**src/rtl/inst_fetch_queue_if.sv**
```systemverilog
// Handshake bus between instruction fetch, the fetch queue and the ID stage.
// The queue takes the slave modport; the fetch/decode side takes master.
interface inst_fetch_queue_if #(
    parameter int PTR_W = 2
) ();
    logic             flush;
    logic             in_valid;
    logic             in_ready;
    logic [31:0]      in_pc;
    logic [31:0]      in_inst;
    logic             out_valid;
    logic             out_ready;
    logic [31:0]      out_pc;
    logic [31:0]      out_inst;
    logic [5:0]       out_op;
    logic [4:0]       out_rs;
    logic [4:0]       out_rt;
    logic [5:0]       out_funct;
    logic             out_adel;
    logic [PTR_W:0]   count;

    modport master (
        output flush, in_valid, in_pc, in_inst, out_ready,
        input  in_ready, out_valid, out_pc, out_inst, out_op, out_rs, out_rt,
               out_funct, out_adel, count
    );

    modport slave (
        input  flush, in_valid, in_pc, in_inst, out_ready,
        output in_ready, out_valid, out_pc, out_inst, out_op, out_rs, out_rt,
               out_funct, out_adel, count
    );
endinterface

```
**src/rtl/inst_fetch_queue.sv**
```systemverilog
// Fetch-to-decode FIFO of {pc, inst} pairs with head fields pre-sliced for decode.
// Define IFQ_ADEL_CHECK_EN to flag misaligned PCs on push and turn those words into NOPs.
module inst_fetch_queue #(
    parameter int DEPTH = 4,
    parameter int PTR_W = 2
) (
    input  logic                  clk,
    input  logic                  rst,
    inst_fetch_queue_if.slave     bus
);
    localparam logic [PTR_W:0] FULL_CNT = (PTR_W+1)'(DEPTH);

    logic [31:0]      pc_q   [DEPTH];
    logic [31:0]      inst_q [DEPTH];
    logic [PTR_W-1:0] wp_q, wp_d;
    logic [PTR_W-1:0] rp_q, rp_d;
    logic [PTR_W:0]   count_q, count_d;
    logic             out_valid;
    logic             push;
    logic             pop;
    logic [31:0]      wr_inst;
    logic             head_adel;

    // in_ready looks only at occupancy, so there is no ready path from decode back to fetch.
    assign bus.in_ready = (count_q != FULL_CNT);
    assign out_valid    = (count_q != '0);
    assign push         = bus.in_valid && bus.in_ready && !bus.flush;
    assign pop          = out_valid && bus.out_ready && !bus.flush;

`ifdef IFQ_ADEL_CHECK_EN
    logic adel_q [DEPTH];
    logic wr_adel;

    assign wr_adel   = (bus.in_pc[1:0] != 2'b00);
    assign wr_inst   = wr_adel ? 32'h0 : bus.in_inst;
    assign head_adel = adel_q[rp_q];

    always_ff @(posedge clk) begin
        if (push) adel_q[wp_q] <= wr_adel;
    end
`else
    assign wr_inst   = bus.in_inst;
    assign head_adel = 1'b0;
`endif

    // NOTE: storage has no reset; stale entries are hidden by the !out_valid masking below.
    always_ff @(posedge clk) begin
        if (push) begin
            pc_q[wp_q]   <= bus.in_pc;
            inst_q[wp_q] <= wr_inst;
        end
    end

    always_comb begin
        // NOTE: every next-state value gets its default first so no latch is inferred.
        wp_d    = wp_q;
        rp_d    = rp_q;
        count_d = count_q;
        if (bus.flush) begin
            wp_d    = '0;
            rp_d    = '0;
            count_d = '0;
        end else begin
            if (push) wp_d = wp_q + 1'b1;
            if (pop)  rp_d = rp_q + 1'b1;
            case ({push, pop})
                2'b10:   count_d = count_q + 1'b1;
                2'b01:   count_d = count_q - 1'b1;
                default: count_d = count_q;
            endcase
        end
    end

    // NOTE: state registers use non-blocking assignments so all flops update together.
    always_ff @(posedge clk) begin
        if (rst) begin
            wp_q    <= '0;
            rp_q    <= '0;
            count_q <= '0;
        end else begin
            wp_q    <= wp_d;
            rp_q    <= rp_d;
            count_q <= count_d;
        end
    end

    assign bus.out_valid = out_valid;
    assign bus.out_pc    = out_valid ? pc_q[rp_q]   : 32'h0;
    assign bus.out_inst  = out_valid ? inst_q[rp_q] : 32'h0;
    assign bus.out_adel  = out_valid & head_adel;
    assign bus.out_op    = bus.out_inst[31:26];
    assign bus.out_rs    = bus.out_inst[25:21];
    assign bus.out_rt    = bus.out_inst[20:16];
    assign bus.out_funct = bus.out_inst[5:0];
    assign bus.count     = count_q;
endmodule

```
**src/flat_wrapper.sv**
```systemverilog
// flat-port wrapper written by rule: the top's interface ports become plain ports
module inst_fetch_queue_flat 
#(
    parameter int DEPTH = 4,
    parameter int PTR_W = 2
)
  (clk, rst, bus_flush, bus_in_valid, bus_in_pc, bus_in_inst, bus_out_ready, bus_in_ready, bus_out_valid, bus_out_pc, bus_out_inst, bus_out_op, bus_out_rs, bus_out_rt, bus_out_funct, bus_out_adel, bus_count);
  inst_fetch_queue_if #(.PTR_W(PTR_W)) bus_i ();
  input  logic clk;
  input  logic rst;
  input wire logic [$bits(bus_i.flush)-1:0] bus_flush;
  input wire logic [$bits(bus_i.in_valid)-1:0] bus_in_valid;
  input wire logic [$bits(bus_i.in_pc)-1:0] bus_in_pc;
  input wire logic [$bits(bus_i.in_inst)-1:0] bus_in_inst;
  input wire logic [$bits(bus_i.out_ready)-1:0] bus_out_ready;
  output wire logic [$bits(bus_i.in_ready)-1:0] bus_in_ready;
  output wire logic [$bits(bus_i.out_valid)-1:0] bus_out_valid;
  output wire logic [$bits(bus_i.out_pc)-1:0] bus_out_pc;
  output wire logic [$bits(bus_i.out_inst)-1:0] bus_out_inst;
  output wire logic [$bits(bus_i.out_op)-1:0] bus_out_op;
  output wire logic [$bits(bus_i.out_rs)-1:0] bus_out_rs;
  output wire logic [$bits(bus_i.out_rt)-1:0] bus_out_rt;
  output wire logic [$bits(bus_i.out_funct)-1:0] bus_out_funct;
  output wire logic [$bits(bus_i.out_adel)-1:0] bus_out_adel;
  output wire logic [$bits(bus_i.count)-1:0] bus_count;
  assign bus_i.flush = bus_flush;
  assign bus_i.in_valid = bus_in_valid;
  assign bus_i.in_pc = bus_in_pc;
  assign bus_i.in_inst = bus_in_inst;
  assign bus_i.out_ready = bus_out_ready;
  assign bus_in_ready = bus_i.in_ready;
  assign bus_out_valid = bus_i.out_valid;
  assign bus_out_pc = bus_i.out_pc;
  assign bus_out_inst = bus_i.out_inst;
  assign bus_out_op = bus_i.out_op;
  assign bus_out_rs = bus_i.out_rs;
  assign bus_out_rt = bus_i.out_rt;
  assign bus_out_funct = bus_i.out_funct;
  assign bus_out_adel = bus_i.out_adel;
  assign bus_count = bus_i.count;
  inst_fetch_queue #(.DEPTH(DEPTH), .PTR_W(PTR_W)) u_core (.clk(clk), .rst(rst), .bus(bus_i));
endmodule
```
**config.mk**
```make
export PLATFORM = sky130hd
export DESIGN_NAME = inst_fetch_queue_flat
export DESIGN_NICKNAME = d
export VERILOG_FILES = /design/src/rtl/inst_fetch_queue_if.sv /design/src/rtl/inst_fetch_queue.sv /design/src/flat_wrapper.sv
export SDC_FILE = /design/constraint.sdc
export NUM_CORES = 1
export LEC_CHECK = 0
export CORE_ASPECT_RATIO = 0.5
export CORE_MARGIN = 3
export CORE_UTILIZATION = 30
export CTS_BUF_LIST = sky130_fd_sc_hd__clkbuf_4
export DETAILED_ROUTE_END_ITERATION = 10
export SLEW_MARGIN = 20
export SYNTH_ARGS = -nofsm -noshare
export SYNTH_HDL_FRONTEND = slang
export SYNTH_SLANG_ARGS = --single-unit
export TNS_END_PERCENT = 30
```
**constraint.sdc**
```tcl
create_clock -name clk -period 3.5 [get_ports clk]
set_clock_uncertainty 0.1 [all_clocks]
set_input_delay 0.7 -clock clk [delete_from_list [all_inputs] [get_ports clk]]
set_output_delay 0.7 -clock clk [all_outputs]
set_load 0.005 [all_outputs]
```
### Yosys cells after proc, flatten, opt, wreduce, memory -nomap -nowiden

Memories as Yosys holds them, arrays and structs flattened. A register that Yosys moved wholly into a read port is not among the register bits.
Index checks and enable logic that the tools add are counted.

| operators by class | value |
|---|---|
| add/subtract/negate cells | 4 |
| equality and inequality tests | 3 |
| mux-type cells | 9 |
| reductions and logical operators | 8 |

Operators with widths:

| cell | count |
|---|---|
| two-way mux 32 bit | 2 |
| two-way mux 2 bit | 4 |
| case mux 3 bit (2 select lines) | 1 |
| adder 2 x 1 -> 2 bit (second input constant) | 2 |
| logical AND 1 bit | 4 |
| adder 3 x 1 -> 3 bit (second input constant) | 1 |
| inequality test 3 bit (second input constant) | 1 |
| nonzero test 3 bit | 1 |
| subtractor 3 x 1 -> 3 bit (second input constant) | 1 |
| == test 2 x 1 -> 1 bit (second input constant) | 1 |
| == test 2 bit (second input constant) | 1 |
| two-way mux 1 bit | 2 |
| nonzero test 2 bit | 1 |
| OR reduction 2 bit | 1 |
| logical NOT 1 bit | 1 |

| word-level totals | value |
|---|---|
| register bits | 7 |
| memory bits (writable) | 256 |
| output and inout port bits | 92 |
| memories kept | 2 |

Memory list:

| memory | depth | width | read ports | clocked after memory_dff | write ports | RTL line | RTL |
|---|---|---|---|---|---|---|---|
| u_core.inst_q | 4 | 32 | 1 | 1 | 1 | inst_fetch_queue.sv:14 | `logic [31:0] inst_q [DEPTH];` |
| u_core.pc_q | 4 | 32 | 1 | 1 | 1 | inst_fetch_queue.sv:13 | `logic [31:0] pc_q [DEPTH];` |

### Logic depth before layout (Yosys ltp)

Gate-level depths: netlist of the first run.

| depth | value |
|---|---|
| depth after elaboration | 5 |
| gate-level depth with buffers | 10 |
| gate-level depth less buffers | 9 |

### Worst setup path before layout of the first run

Ideal clock, no wire load.

| path | value |
|---|---|
| kind | input -> register |
| start | input port bus_in_valid |
| end | memory u_core.inst_q[0][0], enable pin |
| data arrival time | 2.613 ns |
| data required time | 2.971 ns |
| slack | 0.358 ns |
| stages | 2 |
| cell sequence | nor2b_1 > and3_1 |

| on the way | value |
|---|---|
| longest elaborated chain between the ends | 4 |

RTL lines:

| element | RTL line | RTL |
|---|---|---|
| start: declaration | flat_wrapper.sv:12 | `input wire logic [$bits(bus_i.in_valid)-1:0] bus_in_valid;` |
| logical AND 1 bit (2 in a row) | inst_fetch_queue.sv:27 | `assign push = bus.in_valid && bus.in_ready && !bus.flush;` |
| two-way mux 1 bit | inst_fetch_queue.sv:48 | `if (push) begin` |
| two-way mux 1 bit (not written as such) | inst_fetch_queue.sv:50 | `inst_q[wp_q] <= wr_inst;` |
| end: declaration | inst_fetch_queue.sv:14 |  |

Every way passes these cells.

==> run metrics, run 1 <==
routability cong.=between 0.6 and 0.7; Hold Startpoint=u_core.rp_q[0]$_SDFFE_PP0P_; critical path capture point type=primary output; unrepaired setup endpoints after global routing=no; actual slew at the worst max-slew pin=approximately 0.57 ns; switching share of power=0.204; clock buffer depth=3; first drt pass iteration count=4; reg2reg start=u_core.bus.count[2]$_SDFFE_PP0P_; Initial Util=0.309; Synth cell types=31; clock share of power=0.407; Logic pwr share=0.049; Remaining DRCs=0; Reg power frac=0.543; Via density=about 4.3; Slew HR=0.620; endpoints failing hold=0; Mean Syn Cell Area=21.5 µm²; Multi-input gate area=~2200 µm²; Fill cells=approximately 3100; GRT Resource Usage Total=0.118; vias in the first global route=about 5800; MaxCap Viol Count=0; endpoints failing setup=0; Port-buffer cells=between 150 and 200; drt wl/cell=between 15 and 20 µm; Worst Hold Margin=roughly 0.44 ns; Area Overhead vs Synth=29.2%; Iter 0 DRT Violations=between 200 and 300; IO Pins=161; max-slew violations=0; post-synth top area share=0.739; clk slew on worst S/H paths=around 0.060 ns; Fin Setup TNS=0 ns; Core Rows=47; TritonCTS clock tree=built; Synth top cells by count=256 x edfxtp_1, 64 x and2_1, 60 x mux4_2; TritonCTS buffer count=a little under 70; synth warn=0; root buffer cell=clkbuf_4; CP delay by family, top=buffers and inverters; Syn Std Cell Area=10400 µm²; Post-Route WL=around 22000 µm; fin nets=roughly 760; die height=between 100 and 150 µm; fraction of layout cells with a size suffix above 1=0.270; Post-synth EDFFs=about 260; post-route ant nets=0; Clock Sinks=265; post-synthesis sequential area ratio=0.756; crit path buf inv count=2; Highest Clock Rate=299 MHz; die area=between 30000 and 40000 µm²; top-count cell post-synth=edfxtp_1; chip width=269 µm; first-pass GRT wire length=approximately 33000 µm; Hold Path Class=reg2reg; via count=between 5000 and 6000; Register Area=approximately 7900 µm²; global route total overflow=0; Slowest-stage cell, CP=mux4_2; Max stage delay on crit path=roughly 0.54 ns; Cells after Synth=just under 500; area leader, netlist=edfxtp_1; crit-path max FO=24; initial antenna violation count=1; critical-path cell list=buf_12, mux4_2, and2_1, clkdlybuf4s50_1; Pwr per Cell Area=roughly 480 nW/µm²; pin count of the biggest net entering global routing=65; Post-synth ARST share=0; Setup CP Type=reg2out; Worst-Skew Late Latency=~0.62 ns; dominant cells by area after synthesis=edfxtp_1 74%, mux4_2 13%, and2_1 3.8%; run status=finished clean; Max VDD drop=a little under 0.0002 V; Sw Pwr=roughly 0.0013 W; final period utilization=0.956; number of synthesized register bits=265; DP HPWL=around 13000 µm; Worst EP required=around 2.7 ns; Top FF cell, synth=edfxtp_1; core area=between 30000 and 40000 µm²; Startpoint Class=flop; Syn Nets=559; fin crit period=~3.3 ns; CTS H-tree lvls=3; P_leak=4.31 nW; CP Data Arrival Time=approximately 2.6 ns; P_int=0.00518 W
[final timing paths]
kind | cells after the start | end | slack (ns)
worst min-delay path | 2 | u_core.rp_q[0]$_SDFFE_PP0P_ | 0.44
worst min register to register | 2 | u_core.rp_q[0]$_SDFFE_PP0P_ | 0.44
worst max register to register | 9 | u_core.bus.count[2]$_SDFFE_PP0P_ | 0.94
worst max-delay path | 4 | bus_out_pc[3] | 0.15
[repair_timing]
item / CTS / global route
setup buffers: 4 / 0
endpoints found under the setup margin: 85 / 0
resized for setup: 2 / 0
hold buffers: 0 / 0
[power by group through the flow]
stage	combinational, W	sequential [W]	clock (W)
floorplan	0.000119	0.00360	0
global placement	0.000320	0.00360	0
detailed placement	0.000326	0.00360	0
CTS	0.000330	0.00353	0.00276
global route	0.000348	0.00353	0.00294
finish	0.000322	0.00353	0.00265
[tightest hold or removal path: stages, from the launching register on]
cell and delay [ns]:
dfxtp_1 0.35, xor2_1 0.09, nor2_1 0.07
[state kept, by name, indices dropped and copies added (netlist names), named ones only]
| register | count |
|---|---|
| u_core.bus.count | 3 |
| u_core.wp_q | 2 |
| u_core.rp_q | 2 |
| u_core.pc_q | 128 |
| u_core.inst_q | 128 |
[routing by layer]
layer | GRT usage | wire, µm | vias to the layer above | share of wire
met5 | 0 | 0 | - | 0
met4 | 0.0430 | 284 | 0 | 0.013
met3 | 0.0324 | 806 | 26 | 0.037
met2 | 0.221 | 12200 | 102 | 0.55
met1 | 0.130 | 8700 | 2704 | 0.40
li1 | - | - | 2375 | -
[cell families (layout without fill, tap and decap cells)]
kind of cell	count (synthesis)	count (layout)	share of synthesized area
compound gates	8	8	0.00541
xor+xnor	4	4	0.00337
fa+ha+maj	6	6	0.00793
buf+inv	52	304	0.0381
flops	265	265	0.756
mux	64	64	0.140
other cells	1	3	0.000360
simple gates	84	84	0.0489
[area by class of cell]
cell class	instances	share of cell area
diodes	2	0.000372
clock buffers	101	0.0564
clock inverters	17	0.00894
inverters	6	0.00168
multi-input cells	167	0.160
flip-flops and latches	265	0.586
well taps	465	0.0433
repair buffers	180	0.143
[cell usage in the layout (no fill, tap or decap), types with 2 or more instances in the layout]
cell type        instances
ha_1                     5
and2_1                  64
buf_12                  14
inv_1                    6
mux4_1                   4
a21oi_1                  3
edfxtp_1               256
clkdlybuf4s50_1        159
clkbuf_4               101
inv_2                    2
nor2_1                   8
dfxtp_1                  7
bufinv_16                2
xor2_1                   4
mux4_2                  60
clkinv_2                 3
buf_4                    6
diode_2                  2
clkinv_1                10
and3_2                   4
[through the flow]
stage | utilization | total power (W) | setup slack (ns) | std cells | cell area [µm²]
final | 0.400 | 0.00651 | 0.155 | 1203 | 13400
after global routing | 0.400 | 0.00682 | 0.00665 | 1202 | 13400
after CTS | 0.399 | 0.00662 | 0.0486 | 1201 | 13400
after detailed placement | 0.372 | 0.00393 | 0.541 | 1079 | 12500
after global placement | 0.372 | 0.00392 | 0.575 | 1079 | 12500
after floorplan | - | 0.00372 | 0.358 | 484 | 10400
Power figures use the tool's default switching activity.
==> run 2: changes to the inputs <==
Settings changed: CELL_PAD_IN_SITES_DETAIL_PLACEMENT from default to 0, CELL_PAD_IN_SITES_GLOBAL_PLACEMENT from default to 1, CTS_CLUSTER_SIZE from default to 28, PLACE_DENSITY_LB_ADDON from default to 0.1, SLEW_MARGIN 20 to 30.
==> run metrics, run 2 (synthesis gave the netlist of run 1 again) <==
Finished Cell Area=13500 µm²; Area Overhead vs Synth=30.0%; via count=roughly 5300; Slowest-stage cell, CP=mux4_1; Port-buffer cells=~160; Worst EP required=roughly 2.7 ns; Post-Route WL=23500 µm; chip width=between 200 and 300 µm; Max stage delay on crit path=0.52 ns; fin nets=773; Slew HR=0.630; critical-path cell list=buf_12, buf_6, mux4_1, and2_1, clkdlybuf4s50_1; Core Rows=47; MaxCap Viol Count=0; global route total overflow=0; Highest Clock Rate=~300 MHz; Fin Setup TNS=0 ns; TritonCTS clock tree=built; Startpoint Class=flop; Via density=roughly 4.4; most common cell after layout, fill and taps aside=edfxtp_1; Final Util=0.402; routed wl met2=approximately 12000 µm; first-pass GRT wire length=between 30000 and 40000 µm; P_leak=about 4.4 nW; CP delay by family, top=buffers and inverters; crit-path max FO=6; die height=about 140 µm; max-slew violations=0; TritonCTS buffer count=between 60 and 70; run status=finished clean; fin crit period=~3.3 ns; CP Capture Point=bus_out_op[5]; crit path buf inv count=3; initial antenna violation count=1; reg2reg start=u_core.bus.count[2]$_SDFFE_PP0P_; Pwr per Cell Area=~460 nW/µm²; core area=roughly 34000 µm²; GRT Resource Usage Total=0.126; drt wl/cell=19.5 µm; Setup CP Type=reg2out; Initial Util=0.309; routability cong.=0.646; CTS H-tree lvls=2; fin worst setup slack=0.170 ns; metal1 wirelength=a little under 10000 µm; critical path capture point type=primary output; Hold Path Class=reg2reg; clock buffer depth=3; Clock Sinks=around 270; Remaining DRCs=0; flop-to-flop setup slack=0.91 ns; Max VDD drop=between 0.00015 and 0.0002 V; CTS Hold Bufs=0; IO Pins=around 160; top routing layer in use=met4; metal3 WL=1090 µm; Crit path depth=5; pin count of the biggest net entering global routing=36; Worst R2R End=u_core.bus.count[2]$_SDFFE_PP0P_; actual slew at the worst max-slew pin=approximately 0.55 ns; die area=37100 µm²; Post-Place Worst Slack=around 0.48 ns; root buffer cell=clkbuf_4; post-route ant nets=0; final period utilization=0.951; most frequent cells in the layout=256 x edfxtp_1, 156 x clkdlybuf4s50_1, 87 x clkbuf_4; placed cell area=~13000 µm²; R2R cell count=9; endpoints failing setup=0; vias in the first global route=5889; fraction of layout cells with a size suffix above 1=0.279; DP HPWL=approximately 14000 µm; Iter 0 DRT Violations=between 200 and 250; Fill cells=a little over 3000; clk slew on worst S/H paths=0.06 ns; endpoints failing hold=0; Worst-Skew Late Latency=around 0.69 ns; first drt pass iteration count=6; CP Data Arrival Time=~2.5 ns
-- run 2: cell count changes in the layout (fill, tap and decap cells not counted), sizes merged --
cell	delta
diode	-1
clkdlybuf4s50	-3
bufinv	-1
clkinv	+1
or3	+1
dlygate4sd2	+2
clkbuf	-12
inv	-1
dlymetal6s2s	+1
buf	+14
-- run 2: final cells by class --
type / instances / area (µm²) / share of cell area
clock inverter: 16 / 87.6 / 0.00647
tap: 465 / 582 / 0.0430
multi-input combinational: 168 / 2180 / 0.161
sequential: 265 / 7880 / 0.582
inverter: 6 / 22.5 / 0.00166
clock buffer: 87 / 653 / 0.0483
timing repair buffer: 196 / 2130 / 0.157
antenna: 1 / 2.50 / 0.000185
-- run 2: worst min-delay path by stage --
stage	from	endpoint	cells past startpoint
5_1_grt	bus_in_pc[31]	u_core.pc_q[0][31]$_DFFE_PP_	1
6_report	u_core.rp_q[0]$_SDFFE_PP0P_	u_core.rp_q[0]$_SDFFE_PP0P_	2
4_1_cts	bus_in_pc[31]	u_core.pc_q[1][31]$_DFFE_PP_	1
3_3_place_gp	u_core.rp_q[0]$_SDFFE_PP0P_	u_core.rp_q[0]$_SDFFE_PP0P_	2
2_1_floorplan	u_core.rp_q[1]$_SDFFE_PP0P_	flop	2
3_5_place_dp	u_core.rp_q[1]$_SDFFE_PP0P_	flop	2
-- run 2: layer usage --
| layer | track usage | up-vias |
|---|---|---|
| li1 | - | 2392 |
| met1 | 0.149 | 2728 |
| met4 | 0.0436 | 0 |
| met2 | 0.223 | 125 |
| met5 | 0 | - |
| met3 | 0.0350 | 46 |
-- run 2: repair_timing --
action | 4_1_cts | 5_1_grt
endpoints found under the setup margin | 87 | 60
buffers inserted | 7 | 1
gates resized for setup | 9 | 16
cloned | 0 | 3
pin swaps | 0 | 1
-- run 2: worst register-to-register path: cells and delay by family (launching register included) --
kind | cells | cell delay (ns)
AO/OA/AOI/OAI | 1 | 0.14
XOR/XNOR | 1 | 0.15
adder cells (fa/ha/maj) | 2 | 0.53
buffers and inverters | 2 | 0.11
flip-flops | 1 | 0.45
AND/OR/NAND/NOR | 3 | 1.03
-- run 2: power breakdown --
part | total, W | switching [W] | internal (W)
sequential | 0.00353 | 0.0000112 | 0.00352
combinational | 0.000323 | 0.000132 | 0.000192
clock | 0.00237 | 0.00116 | 0.00120
total | 0.00622 | 0.00130 | 0.00492
-- run 2: through the flow --
stage | hold slack [ns] | instances | total power (W)
after floorplan | 0.385 | 484 | 0.00372
final | 0.433 | 1204 | 0.00622
after CTS | 0.424 | 1199 | 0.00636
after global routing | 0.436 | 1204 | 0.00656
after global placement | 0.412 | 1089 | 0.00392
after detailed placement | 0.420 | 1089 | 0.00393
==> run 3: changes to the inputs <==
Settings changed: GPL_TIMING_DRIVEN from default to 0, REMOVE_ABC_BUFFERS from default to 1.
==> run metrics, run 3 (synthesis gave the netlist of run 1 again) <==
Clock Sinks=about 270; GRT Resource Usage Total=0.132; routability cong.=~0.63; Post-Route WL=around 24000 µm; crit-path max FO=11; Slew HR=0.586; CTS H-tree lvls=3; endpoints failing setup=0; MaxCap Viol Count=0; critical path capture point type=primary output; Fill cells=roughly 3100; clock buffer depth=3; unrepaired setup endpoints after global routing=yes; Post-Place Worst Slack=0.140 ns; Multi-input gate area=2190 µm²; Pwr per Cell Area=between 400 and 500 nW/µm²; Worst-Skew Late Latency=0.69 ns; Worst EP required=2.70 ns; drt wl/cell=just over 20 µm; Port-buffer cells=~160; die height=between 100 and 150 µm; core area=roughly 34000 µm²; power consumption=0.00632 W; P_leak=approximately 4.9 nW; placed cells=approximately 1100; Iter 0 DRT Violations=a little under 300; Worst Hold Margin=0.424 ns; endpoints failing hold=0; CTS Hold Bufs=0; actual slew at the worst max-slew pin=0.621 ns; fin nets=about 770; Area Overhead vs Synth=30.1%; chip width=269 µm; pin count of the biggest net entering global routing=37; fin worst setup slack=between 0.1 and 0.15 ns; most common cell after layout, fill and taps aside=edfxtp_1; TritonCTS buffer count=68; vias in the first global route=approximately 5700; run status=finished clean; TritonCTS clock tree=built; most frequent cells in the layout=256 x edfxtp_1, 112 x clkdlybuf4s50_1, 98 x clkbuf_4; initial antenna violation count=4; CP Data Arrival Time=roughly 2.6 ns; root buffer cell=clkbuf_4; DP HPWL=13200 µm; final period utilization=0.966; global route total overflow=0; IO Pins=roughly 160; Hold Path Class=reg2reg; fin crit period=3.38 ns; first drt pass iteration count=4; Via density=approximately 4.4; first-pass GRT wire length=35600 µm; Highest Clock Rate=a little under 300 MHz; Register Area=between 7000 and 8000 µm²; max-slew violations=0; Final Util=0.402; Startpoint Class=flop; die area=around 37000 µm²; fraction of layout cells with a size suffix above 1=0.282; clk slew on worst S/H paths=0.06 ns; Initial Util=0.309; Remaining DRCs=0; Non-Filler Instances=between 1000 and 1500; Core Rows=47; via count=roughly 5300; Setup CP Type=reg2out; post-route ant nets=0; Max VDD drop=0.000157 V
[run 3: cell types whose count changed in the layout (fill, tap and decap cells not counted), sizes merged]
cell,delta
clkdlybuf4s50,-44
dlymetal6s2s,+24
buf,-16
clkbuf,+11
dlygate4sd2,+20
inv,-1
clkinv,-4
bufbuf,+1
bufinv,-1
[run 3: worst paths after layout]
path | startpoint | end | cells past startpoint | slack (ns)
setup / recovery | flop | bus_out_rs[4] | 4 | 0.12
hold / removal | u_core.rp_q[1]$_SDFFE_PP0P_ | u_core.rp_q[1]$_SDFFE_PP0P_ | 2 | 0.42
setup reg to reg | u_core.bus.count[2]$_SDFFE_PP0P_ | u_core.bus.count[2]$_SDFFE_PP0P_ | 9 | 0.88
hold reg to reg | u_core.rp_q[1]$_SDFFE_PP0P_ | u_core.rp_q[1]$_SDFFE_PP0P_ | 2 | 0.42
[run 3: power by group]
part	switching, W	internal, W
Clock	0.00121	0.00127
Sequential	0.0000116	0.00352
Combinational	0.000131	0.000184
[run 3: critical path: stages, from the launching register on]
cell,delay (ns)
dfxtp_4,0.42
bufbuf_16,0.33
mux4_2,0.50
and2_1,0.18
clkdlybuf4s50_1,0.45
[run 3: layer usage]
layer	routed length, µm	vias up	share of wire	GRT usage
met5	0	-	0	0
met4	554	0	0.023	0.0529
met3	1240	54	0.051	0.0416
met2	11700	119	0.49	0.211
met1	10500	2747	0.44	0.169
li1	-	2365	-	-
[run 3: through the flow]
stage                     area, µm²  TNS [ns]
final                         13500         0
after global routing          13500    -0.372
after CTS                     13400   -0.0371
after detailed placement      12400         0
after global placement        12200   -724.48
after floorplan               10000    -69.63
[run 3: final cells by class]
class | instances | share of cell area
Sequential cell | 265 | 0.582
Clock inverter | 10 | 0.00287
Timing Repair Buffer | 181 | 0.154
Inverter | 6 | 0.00166
Antenna cell | 1 | 0.000185
Multi-Input combinational cell | 168 | 0.162
Tap cell | 465 | 0.0430
Clock buffer | 98 | 0.0543
[run 3: what timing repair did]
item / CTS / global route
gates resized for setup: 37 / 29
gates cloned: 3 / 2
setup buffers: 4 / 5
pin swaps: 1 / 0
endpoints found under the setup margin: 86 / 44
